### src/rtl/rotate_arbiter.sv
// Round-robin arbiter sharing one left-rotator between NREQ valid/ready requesters,
// with a registered output stage and an optional per-requester burst lock.
module rotate_arbiter #(
   parameter int DW   = 8,
   parameter int SW   = 3,
   parameter int NREQ = 4,
   parameter int IW   = $clog2(NREQ)
) (
   input  logic                 clk,
   input  logic                 rst,
   input  logic [NREQ-1:0]      req_valid,
   output logic [NREQ-1:0]      req_ready,
   input  logic [NREQ*DW-1:0]   req_data,
   input  logic [NREQ*SW-1:0]   req_amt,
   input  logic [NREQ-1:0]      req_lock,
   output logic                 out_valid,
   input  logic                 out_ready,
   output logic [DW-1:0]        out_data,
   output logic [IW-1:0]        out_id,
   output logic                 dbg_state,
   output logic [IW-1:0]        dbg_ptr
);

   // Handshake: a word moves when valid and ready are both high on a rising edge;
   // valid never waits on ready, ready may depend on valid.
   typedef enum logic {IDLE = 1'b0, LOCKED = 1'b1} state_e;

   state_e          state_q, state_d;
   logic [IW-1:0]   owner_q, owner_d;
   logic [IW-1:0]   ptr_q, ptr_d;
   logic            out_valid_q, out_valid_d;
   logic [DW-1:0]   out_data_q, out_data_d;
   logic [IW-1:0]   out_id_q, out_id_d;

   logic            can_load;
   logic            win_any;
   logic [IW-1:0]   win_idx;
   logic            xfer;
   logic [DW-1:0]   sel_data;
   logic [SW-1:0]   sel_amt;
   logic            sel_lock;

   function automatic logic [DW-1:0] rotl(input logic [DW-1:0] a, input logic [SW-1:0] n);
      logic [2*DW-1:0] dbl;
      int unsigned     k;
      k   = 32'(n) % DW;
      dbl = {a, a} << k;
      return dbl[2*DW-1:DW];
   endfunction

   function automatic logic [IW-1:0] wrap_inc(input logic [IW-1:0] i);
      return (i == IW'(NREQ - 1)) ? '0 : i + 1'b1;
   endfunction

   always_ff @(posedge clk or posedge rst) begin
      if (rst) begin
         state_q     <= IDLE;
         owner_q     <= '0;
         ptr_q       <= '0;
         out_valid_q <= 1'b0;
         out_data_q  <= '0;
         out_id_q    <= '0;
      end else begin
         state_q     <= state_d;
         owner_q     <= owner_d;
         ptr_q       <= ptr_d;
         out_valid_q <= out_valid_d;
         out_data_q  <= out_data_d;
         out_id_q    <= out_id_d;
      end
   end

   // Winner search: scanning from the highest offset down leaves the lowest offset from ptr.
   always_comb begin
      int idx;
      idx      = 0;
      win_any  = 1'b0;
      win_idx  = '0;
      sel_data = '0;
      sel_amt  = '0;
      sel_lock = 1'b0;
      if (state_q == LOCKED) begin
         win_any = req_valid[owner_q];
         win_idx = owner_q;
      end else begin
         for (int off = NREQ - 1; off >= 0; off--) begin
            idx = (int'(ptr_q) + off) % NREQ;
            if (req_valid[idx]) begin
               win_any = 1'b1;
               win_idx = IW'(idx);
            end
         end
      end
      for (int i = 0; i < NREQ; i++) begin
         if (win_idx == IW'(i)) begin
            sel_data = req_data[i*DW +: DW];
            sel_amt  = req_amt[i*SW +: SW];
            sel_lock = req_lock[i];
         end
      end
   end

   assign can_load = !out_valid_q || out_ready;
   assign xfer     = win_any && can_load;

   always_comb begin
      state_d     = state_q;
      owner_d     = owner_q;
      ptr_d       = ptr_q;
      out_valid_d = out_valid_q;
      out_data_d  = out_data_q;
      out_id_d    = out_id_q;
      if (xfer) begin
         out_valid_d = 1'b1;
         out_data_d  = rotl(sel_data, sel_amt);
         out_id_d    = win_idx;
         case (state_q)
            IDLE: begin
               if (sel_lock) begin
                  state_d = LOCKED;
                  owner_d = win_idx;
               end else begin
                  ptr_d = wrap_inc(win_idx);
               end
            end
            LOCKED: begin
               if (!sel_lock) begin
                  state_d = IDLE;
                  ptr_d   = wrap_inc(owner_q);
               end
            end
            default: state_d = IDLE;
         endcase
      end else if (out_ready) begin
         out_valid_d = 1'b0;
      end
   end

   always_comb begin
      req_ready = '0;
      for (int i = 0; i < NREQ; i++) begin
         req_ready[i] = win_any && (win_idx == IW'(i)) && can_load;
      end
   end

   assign out_valid = out_valid_q;
   assign out_data  = out_data_q;
   assign out_id    = out_id_q;
   assign dbg_state = state_q;
   assign dbg_ptr   = ptr_q;

endmodule

### config.mk
export PLATFORM = sky130hd
export DESIGN_NAME = rotate_arbiter
export DESIGN_NICKNAME = d
export VERILOG_FILES = /design/src/rtl/rotate_arbiter.sv
export SDC_FILE = /design/constraint.sdc
export NUM_CORES = 1
export LEC_CHECK = 0
export CAP_MARGIN = 10
export CORE_ASPECT_RATIO = 1.1
export CORE_MARGIN = 8
export CORE_UTILIZATION = 25
export CTS_CLUSTER_DIAMETER = 80
export DETAILED_ROUTE_END_ITERATION = 6
export PLACE_DENSITY = 0.58
export SYNTH_ARGS = -nofsm -noshare
export SYNTH_HDL_FRONTEND = slang
export SYNTH_SLANG_ARGS = --single-unit
export TNS_END_PERCENT = 50
### constraint.sdc
create_clock -name clk -period 11.52 [get_ports clk]
set_input_delay 3.456 -clock clk [delete_from_list [all_inputs] [get_ports clk]]
set_output_delay 3.456 -clock clk [all_outputs]
set_load 0.005 [all_outputs]
# --- Word level (Yosys, flattened, before mapping) ---
# Cells that the tools add are included.
# Widths: inputs -> output; s select.
word_totals:
  ff_bits: 16
  in_bits: 55
op_classes:
  order_cmp: 5
  n_shift: 1
  addsub: 5
  bitwise_logic: 4
  n_reduce_logical: 18
  mux: 43
  eq_ne: 6
op_table:
  columns: ["cell", "n"]
  rows:
  - ["$mux 8", 4]
  - ["$mux 1", 20]
  - ["$mux 2", 9]
  - ["$shl 16x3->16", 1]
  - ["$lt 3x4->1 const B", 3]
  - ["$mux 3", 4]
  - ["$bmux 1 s2", 5]
  - ["$logic_and 1x1->1", 9]
  - ["$add 2x1->2 const B", 3]
  - ["$eq 2x2->1 const B", 3]
  - ["$lt 2x3->1 const B", 2]
  - ["$reduce_and 3->1", 2]
  - ["$reduce_or 2->1", 3]
  - ["$add 2x2->2 const B", 2]
  - ["$ne 2x2->1 const B", 2]
  - ["$pmux 2 s2", 1]
  - ["$and 1x1->1 const A", 3]
  - ["$eq 2x1->1 const B", 1]
  - ["$logic_not 2->1", 1]
  - ["$reduce_bool 2->1", 1]
  - ["$logic_not 1->1", 1]
  - ["$logic_or 1x1->1", 1]
  - ["$not 1->1", 1]

# --- Logic depth before layout (Yosys ltp) ---
# Gate-level depths: netlist of the first run.
depth:
  word_depth: 18
  depth_mapped: 14
  mapped_depth_nobuf: 12

# --- Worst setup path before layout of the first run ---
# No wires, ideal clock.
synth_timing:
  path_type: "input port to output port"
  start: "in req_valid[2]"
  end: "out req_ready[3]"
  path_stages: 9
  setup_slack_ns: 3.068
  t_arrival_ns: 4.996
  cell_sequence: "mux2_2 -> a221oi_1 -> mux2i_1 -> inv_1 -> ha_1 -> buf_6 -> inv_1 -> buf_2 -> nor2_1"
synth_via:
  elab_chain_cells: 11
  elab_cells_between_ends: 26
  classes_between: "1 x eq/ne; 23 x mux; 2 x reduce/logical"
synth_rtl:
  columns: ["item", "line_no", "source"]
  rows:
  - ["start: declaration", "11", "input logic [NREQ-1:0] req_valid,"]
  - ["$bmux 1 s2", "88", "if (req_valid[idx]) begin"]
  - ["$mux 1 (implied by the code) (2 in series)", "88", null]
  - ["$mux 2 (3 in series)", "88", null]
  - ["$mux 2 (*)", "88", null]
  - ["$mux 2 (*)", "82", "if (state_q == LOCKED) begin"]
  - ["named net win_idx[0]", "37", "logic [IW-1:0] win_idx;"]
  - ["$eq 2x2->1 (*)", "142", "req_ready[i] = win_any && (win_idx == IW'(i)) && can_load;"]
  - ["$logic_and 1x1->1 (*) (2 in series)", "142", null]
  - ["end: declaration", "12", "output logic [NREQ-1:0] req_ready,"]
# Mark *: on every way through the listed nets, which the timed path passes. The rest lies on a longest branch. The select of a mux whose other input is x is not followed.

# --- Worst setup path in the final report of the first run ---
layout_timing:
  start: "in req_valid[0]"
  end: "out req_ready[1]"
layout_via:
  elab_chain_cells: 11
  elab_cells_between_ends: 26
  classes_between: "1 x eq/ne; 23 x mux; 2 x reduce/logical"
layout_rtl:
  columns: ["item", "line_no"]
  rows:
  - ["$bmux 1 s2", "88"]
  - ["$mux 1 (implied by the code) (2 in series)", "88"]
  - ["$mux 2 (3 in series)", "88"]
  - ["$mux 2 (*)", "88"]
  - ["$mux 2 (*)", "82"]
  - ["named net win_idx[0]", "37"]
  - ["$eq 2x1->1 (*)", "142"]
  - ["$logic_and 1x1->1 (*) (2 in series)", "142"]
# Marked as above.

==> implementation parameters, run 1 <==
Parameter                              Value

Worst setup path
  Critical-path cell list    clkdlybuf4s50_1 -> mux2_2 -> a221oi_1 -> mux2i_1 -> inv_1 -> ha_1 -> inv_1 -> nor2_1 -> clkdlybuf4s50_1
  Levels on crit path    9
  Path type of the worst setup path    input port to output pin
  Worst Reg2Reg Path Length in Cells    11
  WP data required    8.06 ns
  Max stage delay cell, worst path    sky130_fd_sc_hd__ha_1
  Maximum net fanout on the critical path    24
  Worst Setup End Kind    output pin
  Type of element launching the critical path    input port
  Max stage delay on crit path    0.65 ns
  Top cell family by delay on the critical path    buffers and inverters
  Number of buffers and inverters on the critical path    4
  Worst Path Arrival    6.45 ns

Outcome
  Status    completed

Route
  Avg WL per Cell    15.41 µm
  Number of vias after detailed routing    1560
  Total wire length    4871 µm
  Drt pass-1 iters    4
  Drt initial violations    67
  Post-detailed-route via-to-cell ratio    4.937
  Antenna violation net count after detailed routing    0
  DRC violation count after routing    0

Power and ir drop
  Worst ir drop on vdd    0.1368 mV
  Power per Cell Area    316.5 mW/mm²
  Leak pwr    0.8947 nW

Placement
  Detailed-placement wirelength estimate    3983 µm
  Placed standard-cell area    0.002185 mm²
  PortBufs    72
  Weighted congestion at the end of routability-driven global placement    0.7989
  Cells after DPL    312

Clock tree
  Hold bufs inserted after CTS    0
  Post-CTS setup repair buffer count    0
  Master cell of the clock root buffer    sky130_fd_sc_hd__clkbuf_8
  Clock Latency Late Sink    0.25 ns
  CTS Buffer Depth    2
  Number of buffers added by the clock tree synthesis step    3
  Clock transition at the registers of the reported paths    0.06 ns
  Max H-tree Level    1
  Clock sinks    16
  Gates resized, CTS repair    0
  CTS tree    yes

Floorplan
  CORE AREA    0.005660 mm²
  Effective utilization at floorplan    0.2542
  Die W    88.34 µm
  Number of cell rows    29
  Vertical die dimension    95.57 µm
  IO Pins    73
  Die area    0.008442 mm²

Logic synthesis
  Count of flip-flops with a built-in enable after synthesis    0
  Sequential element share of the synthesized area    0.2783
  Arithmetic-cell share of the synthesized area counting full adders, half adders and majority gates    0.04348
  Most numerous cell types in the synthesized netlist    sky130_fd_sc_hd__nand2_1 (36), sky130_fd_sc_hd__dfrtp_1 (16), sky130_fd_sc_hd__o211ai_1 (16), sky130_fd_sc_hd__o221ai_1 (14)
  Register bit count reported by yosys    16
  Syn Std Cell Area    0.001439 mm²
  Dominant combinational cell family by area after synthesis    compound AO/OA/AOI/OAI gates
  Warnings, synthesis    0
  Synthesized area divided by synthesized cell count    8.269 µm²
  Simple-Gate Fraction of Synth Area    0.1496
  Ys flop type    sky130_fd_sc_hd__dfrtp_1
  Synthesized instance count    174
  Fraction of the mapped netlist area in compound gates    0.3304
  Number of unique standard cell types used by synthesis    37
  Leading cell types by total area after synthesis    sky130_fd_sc_hd__dfrtp_1 (28%), sky130_fd_sc_hd__nand2_1 (9.4%), sky130_fd_sc_hd__o221ai_1 (8.5%), sky130_fd_sc_hd__mux2i_1 (8.3%), sky130_fd_sc_hd__o211ai_1 (8.3%)
  Multiplexer area fraction after synthesis    0.1226
  Xor and xnor fraction of the mapped netlist area    0
  Area share of the leading cell type in the synthesized netlist    0.2783
  Syn Nets    234
  Most frequent cell after synthesis    sky130_fd_sc_hd__nand2_1
  Yosys top cell by area    sky130_fd_sc_hd__dfrtp_1
  Share of async-settable or async-resettable flops after synthesis    1.000

STA
  Final hold viol count    0
  Clock skew after layout    0.003995 ns
  Crit share post-route    0.8602
  Final count of pins violating max slew    0
  Maximum clock frequency    100.9 MHz
  Setup repair after global routing missed its margin    no
  # setup viols final    0
  Shortest clock period the worst path allows after layout    9.909 ns
  Least-Margin Pin Slew    0.8677 ns
  Worst slew slack as a fraction of its limit    0.4212
  Post-Route Setup TNS    0 ns

Cells and area
  Post-layout utilization of the core    0.3957
  Antenna Cells    0
  Area grow syn2layout    55.65%
  Share of post-route cells with drive strength above 1    0.04603
  Final-stage net count    300
  Post-layout instance area    0.002240 mm²
  Final cell count without fillers    316

Global routing
  Tot GR Track Use    0.1179
  Initial antenna violation count    0
  First-pass GRT wire length    7686 µm
  Vias in the first global route    1528
  Residual overflow from global routing    0
  Pin count of the biggest net entering global routing    25

Run
  Max-Cap Viols    0

Worst hold path
  Worst hold path cell count    2
  Class of the tightest hold or removal check    flop to flop
final timing paths:
| path | from | to | slack [ns] |
|---|---|---|---|
| setup / recovery | req_valid[0] | req_ready[1] | 1.61 |
| hold / removal | out_data[6]$_DFFE_PP0P_ | out_data[6]$_DFFE_PP0P_ | 0.49 |
| setup reg to reg | dbg_ptr[1]$_DFFE_PP0P_ | out_data[3]$_DFFE_PP0P_ | 7.62 |
| hold reg to reg | out_data[6]$_DFFE_PP0P_ | out_data[6]$_DFFE_PP0P_ | 0.49 |
| max in group asynchronous | rst | out_id[1]$_DFFE_PP0P_ | 7.52 |
| min in group asynchronous | rst | out_data[5]$_DFFE_PP0P_ | 3.59 |
registers in the layout, indices dropped and copies added (netlist names):
register / flops
out_data: 8
dbg_ptr: 2
owner_q: 2
dbg_state: 1
out_valid: 1
out_id: 2
metrics by stage:
step           total power [mW]  hold slack, ns  setup WS, ns
2_1_floorplan            0.5169          0.4733         3.068
3_3_place_gp             0.6614          0.4809         1.661
3_5_place_dp             0.6654          0.4761         1.603
4_1_cts                  0.7189          0.4927         1.583
5_1_grt                  0.7910          0.5269         1.258
6_report                 0.7089          0.4923         1.611
metal layers:
layer	vias to the layer above	part of all wire	wire length [µm]	GRT usage
met5	-	0	0	0
li1	779	-	-	-
met1	736	0.45	2199	0.1462
met3	2	0.053	257	0.03276
met4	0	0.0021	10	0.02116
met2	43	0.49	2404	0.1994
area by class of cell:
class / instances / area (µm²)
Tap cell: 77 / 96.34
Inverter: 10 / 37.54
Multi-Input combinational cell: 137 / 929.6
Timing Repair Buffer: 72 / 720.7
Clock buffer: 4 / 55.05
Sequential cell: 16 / 400.4
Fill cell: 600 / 3421
cell usage in the layout (no fill, tap or decap), types with 2 or more instances in the layout:
cell type                          n
sky130_fd_sc_hd__ha_1              5
sky130_fd_sc_hd__o21a_1            2
sky130_fd_sc_hd__nand2b_1          2
sky130_fd_sc_hd__dfrtp_1          16
sky130_fd_sc_hd__o211a_1           2
sky130_fd_sc_hd__o22ai_1           2
sky130_fd_sc_hd__clkbuf_8          4
sky130_fd_sc_hd__nor2_1            7
sky130_fd_sc_hd__clkdlybuf4s50_1  72
sky130_fd_sc_hd__mux2_1            2
sky130_fd_sc_hd__mux2i_1          12
sky130_fd_sc_hd__o211ai_1         16
sky130_fd_sc_hd__inv_1            10
sky130_fd_sc_hd__a21oi_1           8
sky130_fd_sc_hd__nand2_1          36
sky130_fd_sc_hd__o221ai_1         14
sky130_fd_sc_hd__o21ai_0          12
kinds of logic (layout without fill, tap and decap cells):
family	after synthesis	after routing
buffers and inverters	21	86
flip-flops	16	16
AO/OA/AOI/OAI	65	65
adder cells (fa/ha/maj)	5	5
multiplexers	16	16
AND/OR/NAND/NOR	51	51
where the power goes:
| group | leakage [nW] | total [mW] | internal (mW) | switching [mW] |
|---|---|---|---|---|
| sequential | 0.195 | 0.109 | 0.0864 | 0.0223 |
| combinational | 0.671 | 0.551 | 0.247 | 0.304 |
| clock | 0.0288 | 0.0494 | 0.0303 | 0.0191 |
worst reg2reg max path, stage by stage (launching register included):
cell                       delay (ns)
sky130_fd_sc_hd__dfrtp_1         0.47
sky130_fd_sc_hd__mux2_2          0.37
sky130_fd_sc_hd__a221oi_1        0.39
sky130_fd_sc_hd__mux2i_1         0.25
sky130_fd_sc_hd__inv_1           0.13
sky130_fd_sc_hd__ha_1            0.65
sky130_fd_sc_hd__inv_1           0.14
sky130_fd_sc_hd__a31oi_1         0.29
sky130_fd_sc_hd__or2_1           0.43
sky130_fd_sc_hd__mux2i_1         0.17
sky130_fd_sc_hd__o21ai_0         0.32
sky130_fd_sc_hd__o221ai_1        0.15
(Power assumes the default switching activity.)
==> run 2: changes to the inputs <==
--- a/config.mk
+++ b/config.mk
@@ -7,11 +7,13 @@
 export LEC_CHECK = 0
 export CAP_MARGIN = 10
 export CORE_ASPECT_RATIO = 1.1
-export CORE_MARGIN = 8
+export CORE_MARGIN = 2
 export CORE_UTILIZATION = 25
 export CTS_CLUSTER_DIAMETER = 80
 export DETAILED_ROUTE_END_ITERATION = 6
+export GPL_TIMING_DRIVEN = 0
 export PLACE_DENSITY = 0.58
+export SLEW_MARGIN = 0
 export SYNTH_ARGS = -nofsm -noshare
 export SYNTH_HDL_FRONTEND = slang
 export SYNTH_SLANG_ARGS = --single-unit
==> implementation parameters, run 2 (synthesis results as in run 1) <==
Parameter                              Value

Floorplan
  Vertical die dimension    83.57 µm (was 95.57 µm)
  Die area    0.006379 mm² (was 0.008442 mm²)
  IO Pins    73 (unchanged)
  Die W    76.34 µm (was 88.34 µm)
  Effective utilization at floorplan    0.2633 (was 0.2542)
  Number of cell rows    28 (was 29)
  CORE AREA    0.005465 mm² (was 0.005660 mm²)

Route
  Drt pass-1 iters    4 (unchanged)
  DRC violation count after routing    0 (unchanged)
  Drt initial violations    76 (was 67)
  Number of vias after detailed routing    1560 (unchanged)
  Avg WL per Cell    13.71 µm (was 15.41 µm)
  Total wire length    4457 µm (was 4871 µm)
  Post-detailed-route via-to-cell ratio    4.800 (was 4.937)
  Antenna violation net count after detailed routing    0 (unchanged)

Cells and area
  Final-stage net count    311 (was 300)
  Share of post-route cells with drive strength above 1    0.08000 (was 0.04603)
  Number of flip-flops under the largest register name    8 (unchanged)
  Area grow syn2layout    60.43% (was 55.65%)
  Multi-input gate area    929.6 µm² (unchanged)
  Antenna Cells    0 (unchanged)
  Most frequent standard cell in the layout excluding fill and tap cells    sky130_fd_sc_hd__clkdlybuf4s50_1 (unchanged)
  Count of filler cells inserted in the layout    586 (was 600)
  Commonest non-fill, non-tap cells in the layout    sky130_fd_sc_hd__clkdlybuf4s50_1 (72), sky130_fd_sc_hd__nand2_1 (36), sky130_fd_sc_hd__o211ai_1 (16), sky130_fd_sc_hd__dfrtp_1 (16), sky130_fd_sc_hd__o221ai_1 (14) (unchanged)
  Sequential Area    400.4 µm² (unchanged)

Worst setup path
  Launching element of the worst setup path    req_valid[0] (unchanged)
  Maximum net fanout on the critical path    10 (was 24)
  Worst Path Arrival    6.32 ns (was 6.45 ns)
  WP data required    8.06 ns (about the same)
  Reg-to-reg critical path startpoint    dbg_ptr[1]$_DFFE_PP0P_ (unchanged)
  Path type of the worst setup path    input port to output pin (unchanged)
  Worst Setup End Kind    output pin (unchanged)
  Number of buffers and inverters on the critical path    6 (was 4)
  Top cell family by delay on the critical path    buffers and inverters (unchanged)
  Type of element launching the critical path    input port (unchanged)
  Max stage delay on crit path    0.51 ns (was 0.65 ns)
  Max stage delay cell, worst path    sky130_fd_sc_hd__clkdlybuf4s50_1 (was sky130_fd_sc_hd__ha_1)
  Critical-path cell list    clkdlybuf4s50_1 -> mux2_2 -> a221oi_1 -> mux2i_1 -> inv_1 -> ha_1 -> buf_6 -> inv_1 -> buf_2 -> nor2_1 -> clkdlybuf4s50_1 (was clkdlybuf4s50_1 -> mux2_2 -> a221oi_1 -> mux2i_1 -> inv_1 -> ha_1 -> inv_1 -> nor2_1 -> clkdlybuf4s50_1)

Global routing
  Residual overflow from global routing    0 (unchanged)
  Vias in the first global route    1511 (was 1528)
  Pin count of the biggest net entering global routing    17 (was 25)
  First-pass GRT wire length    7327 µm (was 7686 µm)
  Initial antenna violation count    0 (unchanged)
  Tot GR Track Use    0.1386 (was 0.1179)

Power and ir drop
  Power per Cell Area    321.0 mW/mm² (was 316.5 mW/mm²)
  Leak pwr    0.9359 nW (was 0.8947 nW)
  Total power after layout    0.7410 mW (was 0.7089 mW)
  Worst ir drop on vdd    0.1038 mV (was 0.1368 mV)

Clock tree
  CTS Buffer Depth    2 (unchanged)
  Clock transition at the registers of the reported paths    0.06 ns (about the same)
  Clock sinks    16 (unchanged)
  Number of buffers added by the clock tree synthesis step    3 (unchanged)
  Hold bufs inserted after CTS    0 (unchanged)
  Master cell of the clock root buffer    sky130_fd_sc_hd__clkbuf_8 (unchanged)
  Clock Latency Late Sink    0.25 ns (about the same)
  Post-CTS setup repair buffer count    0 (unchanged)
  Max H-tree Level    1 (unchanged)
  CTS tree    yes (unchanged)
  Gates resized, CTS repair    0 (unchanged)

STA
  Worst slew slack as a fraction of its limit    0.5788 (was 0.4212)
  # setup viols final    0 (unchanged)
  Crit share post-route    0.8486 (was 0.8602)
  Final count of pins violating max slew    0 (unchanged)
  Post-Route Setup TNS    0 ns (unchanged)
  Clock skew after layout    0.001644 ns (was 0.003995 ns)
  Shortest clock period the worst path allows after layout    9.776 ns (was 9.909 ns)
  Final hold viol count    0 (unchanged)
  Maximum clock frequency    102.3 MHz (was 100.9 MHz)
  Least-Margin Pin Slew    0.6312 ns (was 0.8677 ns)
  Setup repair after global routing missed its margin    no (unchanged)

Placement
  Weighted congestion at the end of routability-driven global placement    0.8166 (was 0.7989)
  PortBufs    72 (unchanged)
  Detailed-placement wirelength estimate    3651 µm (was 3983 µm)

Run
  Max-Cap Viols    0 (unchanged)

Worst hold path
  Class of the tightest hold or removal check    flop to flop (unchanged)
  Origin of the worst min-delay path    out_id[0]$_DFFE_PP0P_ (was out_data[6]$_DFFE_PP0P_)

Outcome
  Status    completed (unchanged)
run 2: area by class of cell:
class / instances / share of cell area
Sequential cell: 16 / 0.1734
Tap cell: 75 / 0.04065
Buffer: 11 / 0.03089
Inverter: 10 / 0.01626
Timing Repair Buffer: 72 / 0.3122
Multi-Input combinational cell: 137 / 0.4027
Clock buffer: 4 / 0.02385
run 2: per-layer routing:
metal / vias up / wire length, µm / track usage
met5: - / 0 / 0
met4: 0 / 0 / 0.004959
met3: 0 / 163 / 0.03139
met2: 36 / 2277 / 0.2470
met1: 724 / 2017 / 0.1796
li1: 800 / - / -
run 2: metrics by stage:
step           cells  instance area, µm²  utilization  setup WS (ns)  hold slack (ns)
2_1_floorplan    174                1439            -          3.068           0.4733
3_3_place_gp     321                2253       0.4123          1.776           0.4772
3_5_place_dp     321                2253       0.4123          1.725           0.4757
4_1_cts          325                2308       0.4224          1.724           0.4998
5_1_grt          325                2308       0.4224          1.559           0.5185
6_report         325                2308       0.4224          1.744           0.4959
run 2: where the power goes:
| part | switching [mW] | leakage (nW) | internal (mW) |
|---|---|---|---|
| sequential | 0.0228 | 0.195 | 0.0864 |
| clock | 0.0197 | 0.0288 | 0.0303 |
| combinational | 0.312 | 0.712 | 0.269 |
run 2: final timing paths:
| kind | to | depth (start not counted) | slack (ns) |
|---|---|---|---|
| setup / recovery | req_ready[3] | 11 | 1.74 |
| hold / removal | out_id[0]$_DFFE_PP0P_ | 2 | 0.50 |
| setup reg to reg | out_data[3]$_DFFE_PP0P_ | 13 | 8.03 |
| hold reg to reg | out_id[0]$_DFFE_PP0P_ | 2 | 0.50 |
| max in group asynchronous | dbg_state$_DFFE_PP0P_ | 2 | 7.53 |
| min in group asynchronous | out_data[5]$_DFFE_PP0P_ | 2 | 3.58 |
run 2: worst register-to-register path: cells and delay by family (launching register included):
kind | cells | cell delay, ns
buffers and inverters | 4 | 0.55
muxes | 2 | 0.63
DFF | 1 | 0.46
AOI/OAI and AO/OA | 6 | 1.54
adders and majority gates | 1 | 0.18
==> run 3: changes to the inputs <==
--- a/config.mk
+++ b/config.mk
@@ -12,7 +12,7 @@
 export CTS_CLUSTER_DIAMETER = 80
 export DETAILED_ROUTE_END_ITERATION = 6
 export GPL_TIMING_DRIVEN = 0
-export PLACE_DENSITY = 0.58
+export PLACE_DENSITY = 0.6
 export SLEW_MARGIN = 0
 export SYNTH_ARGS = -nofsm -noshare
 export SYNTH_HDL_FRONTEND = slang
==> constraint.sdc (replaced) <==
create_clock -name clk -period 8.4 [get_ports clk]
set_input_delay 2.52 -clock clk [delete_from_list [all_inputs] [get_ports clk]]
set_output_delay 2.52 -clock clk [all_outputs]
set_load 0.005 [all_outputs]
==> implementation parameters, run 3 (synthesis results as in run 1) <==
Parameter                              Value

Outcome
  Status    completed (unchanged)

Placement
  Detailed-placement wirelength estimate    3593 µm (was 3651 µm)
  PortBufs    72 (unchanged)
  Weighted congestion at the end of routability-driven global placement    0.7437 (was 0.8166)
  Cells after DPL    321 (unchanged)

Worst setup path
  Max stage delay cell, worst path    sky130_fd_sc_hd__clkdlybuf4s50_1 (unchanged)
  Levels on crit path    11 (unchanged)
  Worst Path Arrival    5.32 ns (was 6.32 ns)
  WP data required    5.88 ns (was 8.06 ns)
  Top cell family by delay on the critical path    buffers and inverters (unchanged)
  Type of element launching the critical path    input port (unchanged)
  Path type of the worst setup path    input port to output pin (unchanged)
  Maximum net fanout on the critical path    10 (unchanged)
  Number of buffers and inverters on the critical path    6 (unchanged)
  Worst Setup End Kind    output pin (unchanged)
  Critical-path cell list    clkdlybuf4s50_1 -> mux2_2 -> a221oi_1 -> mux2i_1 -> inv_1 -> ha_1 -> buf_6 -> inv_1 -> buf_2 -> nor2_1 -> clkdlybuf4s50_1 (unchanged)
  Worst Reg2Reg Path Length in Cells    13 (unchanged)
  Max stage delay on crit path    0.51 ns (about the same)

STA
  Clock skew after layout    0.001426 ns (was 0.001644 ns)
  # setup viols final    0 (unchanged)
  Final hold viol count    0 (unchanged)
  Least-Margin Pin Slew    0.6102 ns (was 0.6312 ns)
  Setup repair after global routing missed its margin    no (unchanged)
  Shortest clock period the worst path allows after layout    7.842 ns
  Worst slew slack as a fraction of its limit    0.5927 (was 0.5788)
  Final count of pins violating max slew    0 (unchanged)
  Crit share post-route    0.9335
  Maximum clock frequency    127.5 MHz
  Post-Route Setup TNS    0 ns (unchanged)

Run
  Max-Cap Viols    0 (unchanged)

Clock tree
  CTS tree    yes (unchanged)
  Master cell of the clock root buffer    sky130_fd_sc_hd__clkbuf_8 (unchanged)
  Clock sinks    16 (unchanged)
  Max H-tree Level    1 (unchanged)
  Number of buffers added by the clock tree synthesis step    3 (unchanged)
  Clock transition at the registers of the reported paths    0.06 ns (about the same)
  Post-CTS setup repair buffer count    0 (unchanged)
  Clock Latency Late Sink    0.25 ns (about the same)
  Gates resized, CTS repair    0 (unchanged)
  Hold bufs inserted after CTS    0 (unchanged)
  CTS Buffer Depth    2 (unchanged)

Global routing
  Initial antenna violation count    0 (unchanged)
  Residual overflow from global routing    0 (unchanged)
  Vias in the first global route    1484 (was 1511)
  First-pass GRT wire length    7134 µm (was 7327 µm)
  Pin count of the biggest net entering global routing    17 (unchanged)
  Tot GR Track Use    0.1340 (was 0.1386)

Power and ir drop
  Power per Cell Area    438.2 mW/mm² (was 321.0 mW/mm²)
  Leak pwr    0.9359 nW (unchanged)
  Worst ir drop on vdd    0.1591 mV (was 0.1038 mV)

Cells and area
  Final-stage net count    311 (unchanged)
  Commonest non-fill, non-tap cells in the layout    sky130_fd_sc_hd__clkdlybuf4s50_1 (72), sky130_fd_sc_hd__nand2_1 (36), sky130_fd_sc_hd__o211ai_1 (16), sky130_fd_sc_hd__dfrtp_1 (16), sky130_fd_sc_hd__o221ai_1 (14) (unchanged)
  Final cell count without fillers    325 (unchanged)
  Share of post-route cells with drive strength above 1    0.08000 (unchanged)
  Most frequent standard cell in the layout excluding fill and tap cells    sky130_fd_sc_hd__clkdlybuf4s50_1 (unchanged)
  Antenna Cells    0 (unchanged)
  Area grow syn2layout    60.43% (unchanged)
  Number of flip-flops under the largest register name    8 (unchanged)

Worst hold path
  Worst hold path cell count    2 (unchanged)
  Class of the tightest hold or removal check    flop to flop (unchanged)

Route
  Drt initial violations    114 (was 76)
  Avg WL per Cell    13.38 µm (was 13.71 µm)
  Post-detailed-route via-to-cell ratio    4.871 (was 4.800)
  DRC violation count after routing    0 (unchanged)
  Total wire length    4349 µm (was 4457 µm)
  Antenna violation net count after detailed routing    0 (unchanged)
  Drt pass-1 iters    4 (unchanged)
  Number of vias after detailed routing    1583 (was 1560)

Floorplan
  Vertical die dimension    83.57 µm (unchanged)
  Effective utilization at floorplan    0.2633 (unchanged)
  CORE AREA    0.005465 mm² (unchanged)
  Die W    76.34 µm (unchanged)
  IO Pins    73 (unchanged)
  Die area    0.006379 mm² (unchanged)
  Number of cell rows    28 (unchanged)
-- run 3: area by class of cell --
class / count / area (µm²)
well taps: 75 / 93.84
fillers: 596 / 3157
inverters: 10 / 37.54
flip-flops and latches: 16 / 400.4
plain buffers: 11 / 71.32
repair buffers: 72 / 720.7
multi-input cells: 137 / 929.6
clock buffers: 4 / 55.05
-- run 3: where the power goes --
part | total (mW) | internal (mW) | switching, mW
Sequential | 0.149 | 0.118 | 0.0302
Clock | 0.0691 | 0.0416 | 0.0275
Combinational | 0.794 | 0.369 | 0.425
Total | 1.01 | 0.529 | 0.483
-- run 3: path summary, 6_finish.rpt --
path,startpoint,end,slack [ns]
min reg2reg,out_data[0]$_DFFE_PP0P_,out_data[0]$_DFFE_PP0P_,0.49
max,req_valid[0],req_ready[3],0.56
max reg2reg,dbg_ptr[1]$_DFFE_PP0P_,out_data[7]$_DFFE_PP0P_,4.95
max in group asynchronous,rst,out_data[1]$_DFFE_PP0P_,5.37
min in group asynchronous,rst,dbg_ptr[0]$_DFFE_PP0P_,2.64
min,out_data[0]$_DFFE_PP0P_,out_data[0]$_DFFE_PP0P_,0.49
-- run 3: per-layer routing --
metal / track usage / up-vias / wire, µm
li1: - / 805 / -
met3: 0.03355 / 4 / 231
met2: 0.2309 / 41 / 2096
met4: 0.01653 / 0 / 36
met5: 0 / - / 0
met1: 0.1737 / 733 / 1983
-- run 3: through the flow --
| step | setup WS, ns | util | total power, mW | cell area, µm² | hold WS [ns] |
|---|---|---|---|---|---|
| finish | 0.5582 | 0.4224 | 1.012 | 2308 | 0.4929 |
| global route | 0.3149 | 0.4224 | 1.118 | 2308 | 0.5247 |
| CTS | 0.5142 | 0.4224 | 1.024 | 2308 | 0.5010 |
| detailed placement | 0.5166 | 0.4123 | 0.9504 | 2253 | 0.4803 |
| global placement | 0.5350 | 0.4123 | 0.9414 | 2253 | 0.4802 |
| floorplan | 1.820 | - | 0.7089 | 1439 | 0.4733 |
-- run 3: worst register-to-register path, delay by kind of cell, from the launching register on --
family,cells,cell delay (ns)
flip-flops,1,0.46
adder cells (fa/ha/maj),1,0.18
multiplexers,2,0.63
buffers and inverters,4,0.53
AO/OA/AOI/OAI,6,1.52
